--- src/rtl/ram_write_sequencer.sv ---
// ram_write_sequencer: RAM write-port master with a request FIFO and a pattern fill engine
module ram_write_sequencer #(
    parameter int ADDR_W     = 5,
    parameter int DATA_W     = 4,
    parameter int FIFO_DEPTH = 4
) (
    input  logic                            clock,
    input  logic                            reset,
    input  logic                            req_valid,
    output logic                            req_ready,
    input  logic [ADDR_W-1:0]               req_addr,
    input  logic [DATA_W-1:0]               req_data,
    input  logic                            fill_start,
    input  logic [1:0]                      fill_mode,
    input  logic [DATA_W-1:0]               fill_seed,
    output logic                            busy,
    output logic                            done,
    output logic [$clog2(FIFO_DEPTH):0]     fifo_count,
    output logic                            wr_en,
    output logic [ADDR_W-1:0]               wr_addr,
    output logic [DATA_W-1:0]               wr_data
);
    localparam int PW = $clog2(FIFO_DEPTH);
    localparam int CW = PW + 1;

    typedef enum logic {IDLE, FILL} state_t;

    state_t                     state_q, state_d;
    logic [ADDR_W-1:0]          cnt_q, cnt_d;
    logic [1:0]                 mode_q, mode_d;
    logic [DATA_W-1:0]          seed_q, seed_d;
    logic                       wr_en_q, wr_en_d;
    logic [ADDR_W-1:0]          wr_addr_q, wr_addr_d;
    logic [DATA_W-1:0]          wr_data_q, wr_data_d;
    logic                       done_q, done_d;
    logic [ADDR_W+DATA_W-1:0]   mem_q [FIFO_DEPTH];
    logic [ADDR_W+DATA_W-1:0]   mem_d [FIFO_DEPTH];
    logic [PW-1:0]              rd_ptr_q, rd_ptr_d, wr_ptr_q, wr_ptr_d;
    logic [CW-1:0]              count_q, count_d;
    logic                       full, push, pop;

    function automatic logic [DATA_W-1:0] pattern(input logic [1:0] mode,
                                                  input logic [DATA_W-1:0] seed,
                                                  input logic [ADDR_W-1:0] k);
        logic [DATA_W-1:0] kd;
        kd = DATA_W'(k);
        return mode == 2'd0 ? seed : mode == 2'd1 ? kd : mode == 2'd2 ? seed + kd : seed - kd;
    endfunction

    assign full       = count_q == CW'(FIFO_DEPTH);
    assign req_ready  = !full;
    assign push       = req_valid && !full;
    assign busy       = state_q == FILL;
    assign done       = done_q;
    assign fifo_count = count_q;
    assign wr_en      = wr_en_q;
    assign wr_addr    = wr_addr_q;
    assign wr_data    = wr_data_q;

    // Sequencer: a fill command beats a FIFO pop in IDLE; FILL emits one word per cycle until the counter wraps
    always_comb begin
        state_d   = state_q;
        cnt_d     = cnt_q;
        mode_d    = mode_q;
        seed_d    = seed_q;
        wr_en_d   = 1'b0;
        wr_addr_d = wr_addr_q;
        wr_data_d = wr_data_q;
        done_d    = 1'b0;
        pop       = 1'b0;
        if (state_q == IDLE) begin
            if (fill_start) begin
                state_d   = FILL;
                mode_d    = fill_mode;
                seed_d    = fill_seed;
                wr_en_d   = 1'b1;
                wr_addr_d = '0;
                wr_data_d = pattern(fill_mode, fill_seed, '0);
                cnt_d     = ADDR_W'(1);
            end else if (count_q != '0) begin
                pop                    = 1'b1;
                wr_en_d                = 1'b1;
                {wr_addr_d, wr_data_d} = mem_q[rd_ptr_q];
            end
        end else if (cnt_q == '0) begin
            state_d = IDLE;
            done_d  = 1'b1;
        end else begin
            wr_en_d   = 1'b1;
            wr_addr_d = cnt_q;
            wr_data_d = pattern(mode_q, seed_q, cnt_q);
            cnt_d     = cnt_q + ADDR_W'(1);
        end
    end

    // Request FIFO bookkeeping; a refused push (full) is never stored even if a pop frees a slot
    always_comb begin
        mem_d = mem_q;
        if (push) mem_d[wr_ptr_q] = {req_addr, req_data};
        wr_ptr_d = wr_ptr_q + PW'(push);
        rd_ptr_d = rd_ptr_q + PW'(pop);
        count_d  = count_q + CW'(push) - CW'(pop);
    end

    // Control and write-port registers
    always_ff @(posedge clock) begin
        if (reset) begin
            state_q   <= IDLE;
            cnt_q     <= '0;
            mode_q    <= '0;
            seed_q    <= '0;
            wr_en_q   <= 1'b0;
            wr_addr_q <= '0;
            wr_data_q <= '0;
            done_q    <= 1'b0;
            rd_ptr_q  <= '0;
            wr_ptr_q  <= '0;
            count_q   <= '0;
        end else begin
            state_q   <= state_d;
            cnt_q     <= cnt_d;
            mode_q    <= mode_d;
            seed_q    <= seed_d;
            wr_en_q   <= wr_en_d;
            wr_addr_q <= wr_addr_d;
            wr_data_q <= wr_data_d;
            done_q    <= done_d;
            rd_ptr_q  <= rd_ptr_d;
            wr_ptr_q  <= wr_ptr_d;
            count_q   <= count_d;
        end
    end

    // FIFO storage needs no reset; pointers and count define validity
    always_ff @(posedge clock) begin
        mem_q <= mem_d;
    end
endmodule

--- config.mk ---
export PLATFORM = sky130hd
export DESIGN_NAME = ram_write_sequencer
export DESIGN_NICKNAME = d
export VERILOG_FILES = /design/src/rtl/ram_write_sequencer.sv
export SDC_FILE = /design/constraint.sdc
export NUM_CORES = 1
export LEC_CHECK = 0
export ABC_CLOCK_PERIOD_IN_PS = 2400
export BUFFER_PORTS_ARGS = -buffer_cell sky130_fd_sc_hd__buf_2
export CORE_UTILIZATION = 40
export CTS_CLUSTER_DIAMETER = 200
export DETAILED_ROUTE_END_ITERATION = 7
export SYNTH_ARGS = -nofsm -noshare
export SYNTH_HDL_FRONTEND = slang
export SYNTH_SLANG_ARGS = --single-unit
export TNS_END_PERCENT = 10
--- constraint.sdc ---
create_clock -name clock -period 2.4 [get_ports clock]
set_clock_uncertainty 0.05 [all_clocks]
set_input_delay 0.12 -clock clock [delete_from_list [all_inputs] [get_ports clock]]
set_output_delay 0.12 -clock clock [all_outputs]
set_load 0.01 [all_outputs]
==> impl_metrics.yaml <==
status:
  run_status: "complete, no violations"
yosys:
  synth.distinct_cells: 44
  most_common_cell_in_the_synthesized_netlist: "edfxtp_1"
  netlist_area_um2: 2970
  postSynth.asyncResetShare_pct: 0
  post_synth_edffs: 36
  post-synth-top-area-fraction_pct: 36.3
  synthesis.yosys.warnings: 0
  synthFlopType: "edfxtp_1"
  synth.net_count: 269
  synth-seq-area-share_pct: 56.5
  postSynthAreaPerCell_um2: 12.4
  synth.top_cells.by_count: "edfxtp_1 (36), dfxtp_1 (30), nor2_1 (25)"
  synth-seq-cells: 66
  synthesis.instances: 239
  synth_largest_area_cell: "edfxtp_1"
  synth.top_cells.by_area: "edfxtp_1 (36%), dfxtp_1 (20%), mux4_2 (5.3%)"
clock_tree:
  cts_tree: "done"
  clock_tree.buffer_depth: 2
  number_of_sinks_driven_by_the_clock_tree: 66
  htree_num_levels: 3
  cts-resized-gates: 0
  ctsRootBufferMaster: "clkbuf_8"
  cts.reportedPaths.clkPinSlew_ps: 80
  worst_skew_pair.late_latency_ps: 340
  cts_setup_buffers: 0
  cts_made_buffers: 9
timing:
  final_number_of_max_transition_violations: 0
  finalCritPeriodShare_pct: 96.3
  max_clock_freq_mhz: 433
  slew_headroom_pct: 52.6
  report.final.setup_viol: 0
  setup_slack_ps: 89.7
  worst_hold_slack_ps: 107
  timing_worst_slew_pin_value_ps: 710
  timing.final.crit_period_ps: 2310
  timing_hold_violations_final: 0
  final.setup.tns_ps: 0
  unrepaired_setup_endpoints_after_global_routing: "no"
power:
  p_leak_nw: 1.43
  max-vdd-ir-drop_v: 0.000517
  power_per_cell_area_nw_per_um2: 869
route:
  routed_wire_length_per_instance_um: 14.4
  vias: 1999
  via_per_inst: 4.96
  initialDrtViolationCount: 99
  wirelength_um: 5820
  postRouteAntennaNets: 0
  post-route-drc-count: 0
  detail_route.first_pass.iterations: 4
worst_setup_path:
  timing.critical_path.slowest_stage_cell: "dfxtp_1"
  cp-start-kind: "register"
  critical_path_required_ps: 2610
  worstPathCellList: "inv_1 > ha_1 > mux2_2 > ha_1 > a21o_1 > a21oi_2 > xor2_1 > nor2_1 > o32ai_1"
  critical_path.most_common_cell: "ha_1"
  worstPathMaxFanout: 2
  timing.setup.critical_path_class: "reg2reg"
  delay_of_the_slowest_critical_path_stage_ps: 330
  critPathCaptureType: "register"
  worst-endpoint-arrival_ps: 2520
floorplanning:
  die_height_um: 88.2
  die_x_um: 88.2
  core_region_area_um2: 7210
  num_rows: 31
  start_util_pct: 41.2
  boundaryPins: 35
  die_ar_um2: 7780
cells_and_area:
  number_of_diodes: 0
  nNetsFinal: 329
  syn_to_final_growth_pct: 22.0
  sequential_area_um2: 1680
  drive_above_1_share_pct: 27.3
  nFillCells: 683
  area_used_by_multi_input_combinational_logic_um2: 1180
place:
  place.detailed.hpwl_um: 4000
  gpl.final_weighted_congestion: 0.759
  dp_worst_setup_slack_ps: 104
  port_buffers: 34
global_route:
  globalRoute.totalOverflow: 0
  grt_start_max_net_pins: 32
  via_count_of_the_first_global_routing_pass: 2107
  grt_usage_pct: 17.0
  grt_first_pass_wirelength_um: 9600
  grt_antenna_before_repair: 0
min_path:
  hp-class: "in2reg"
job:
  max-cap-violations: 0
==> area by class of cell <==
class | count | share of cell area (%)
Timing Repair Buffer | 63 | 11.7
Multi-Input combinational cell | 150 | 32.5
Clock inverter | 7 | 1.62
Clock buffer | 9 | 3.41
Tap cell | 99 | 3.41
Sequential cell | 66 | 46.4
Inverter | 9 | 0.931
==> flip-flops by register name, indices dropped and copies added, names as in the netlist <==
signal,cells
busy,1
cnt_q,5
done,1
fifo_count,3
mem_q,36
mode_q,2
rd_ptr_q,2
seed_q,4
wr_addr,5
wr_data,4
wr_en,1
wr_ptr_q,2
==> layer usage <==
| metal | wire (µm) | global-route usage, % | vias up |
|---|---|---|---|
| li1 | - | - | 991 |
| met1 | 2580 | 19.8 | 957 |
| met2 | 2940 | 29.3 | 40 |
| met3 | 198 | 5.50 | 11 |
| met4 | 97 | 6.01 | 0 |
| met5 | 0 | 0 | - |
==> critical path, delay by kind of cell (launching register included) <==
kind	cells	cell delay, ps
flip-flops	1	330
AO/OA/AOI/OAI	3	640
adder cells (fa/ha/maj)	2	570
multiplexers	1	300
XOR/XNOR	1	210
AND/OR/NAND/NOR	1	80
buffers and inverters	1	40
==> per-stage QoR <==
step                cell area, µm²  util (%)  std cells  total power, W
finish                        3630      50.3        403         0.00315
global route                  3630      50.3        403         0.00335
CTS                           3630      50.3        403         0.00320
detailed placement            3290      45.7        372         0.00231
global placement              3290      45.7        372         0.00230
floorplan                     2970         -        239         0.00204
==> final timing paths <==
check,from,endpoint,slack (ps),cells past startpoint
setup reg to reg,cnt_q[0],wr_data[3],90,9
hold / removal,fill_start,cnt_q[4],110,3
setup / recovery,cnt_q[0],wr_data[3],90,9
hold reg to reg,wr_data[2],wr_data[2],410,2
==> cell usage in the layout, fill, tap and decap left out, drive strengths merged, types with 2 or more instances in the layout <==
cell | synthesis | layout
mux2i | 9 | 9
xor2 | 4 | 4
a21oi | 10 | 10
mux4 | 9 | 9
nand2b | 3 | 3
a221oi | 6 | 6
buf | 10 | 48
inv | 9 | 14
nor3 | 10 | 10
ha | 9 | 9
mux2 | 4 | 4
clkinvlp | 0 | 2
nor2 | 25 | 25
o21ai | 6 | 6
xnor2 | 6 | 6
nand3 | 7 | 7
dfxtp | 30 | 30
fa | 2 | 2
and3 | 2 | 2
edfxtp | 36 | 36
a31oi | 3 | 3
nor2b | 7 | 7
clkbuf | 4 | 9
nand2 | 15 | 15
dlygate4sd3 | 0 | 15
==> timing repair <==
item | 4_1_cts | 5_1_grt
endpoints found under the setup margin | 0 | 0
hold endpoints to repair | 42 | 0
hold buffers | 15 | 0
==> power breakdown <==
part | total [W] | switching, W | internal, W
Sequential | 0.00144 | 0.0000834 | 0.00136
Clock | 0.000864 | 0.000472 | 0.000392
Combinational | 0.000844 | 0.000434 | 0.000410
==> kinds of logic (layout without fill, tap and decap cells) <==
kind of cell               Yosys count  in the layout  share of synthesized area (%)
buffers and inverters               23             88                           3.79
muxes                               22             22                           11.6
adders and majority gates           11             11                           5.13
and+or+nand+nor                     75             75                           12.5
DFF                                 66             66                           56.5
AOI/OAI and AO/OA                   32             32                           7.45
xor gates and xnor gates            10             10                           2.94
Power figures use the tool's default switching activity.
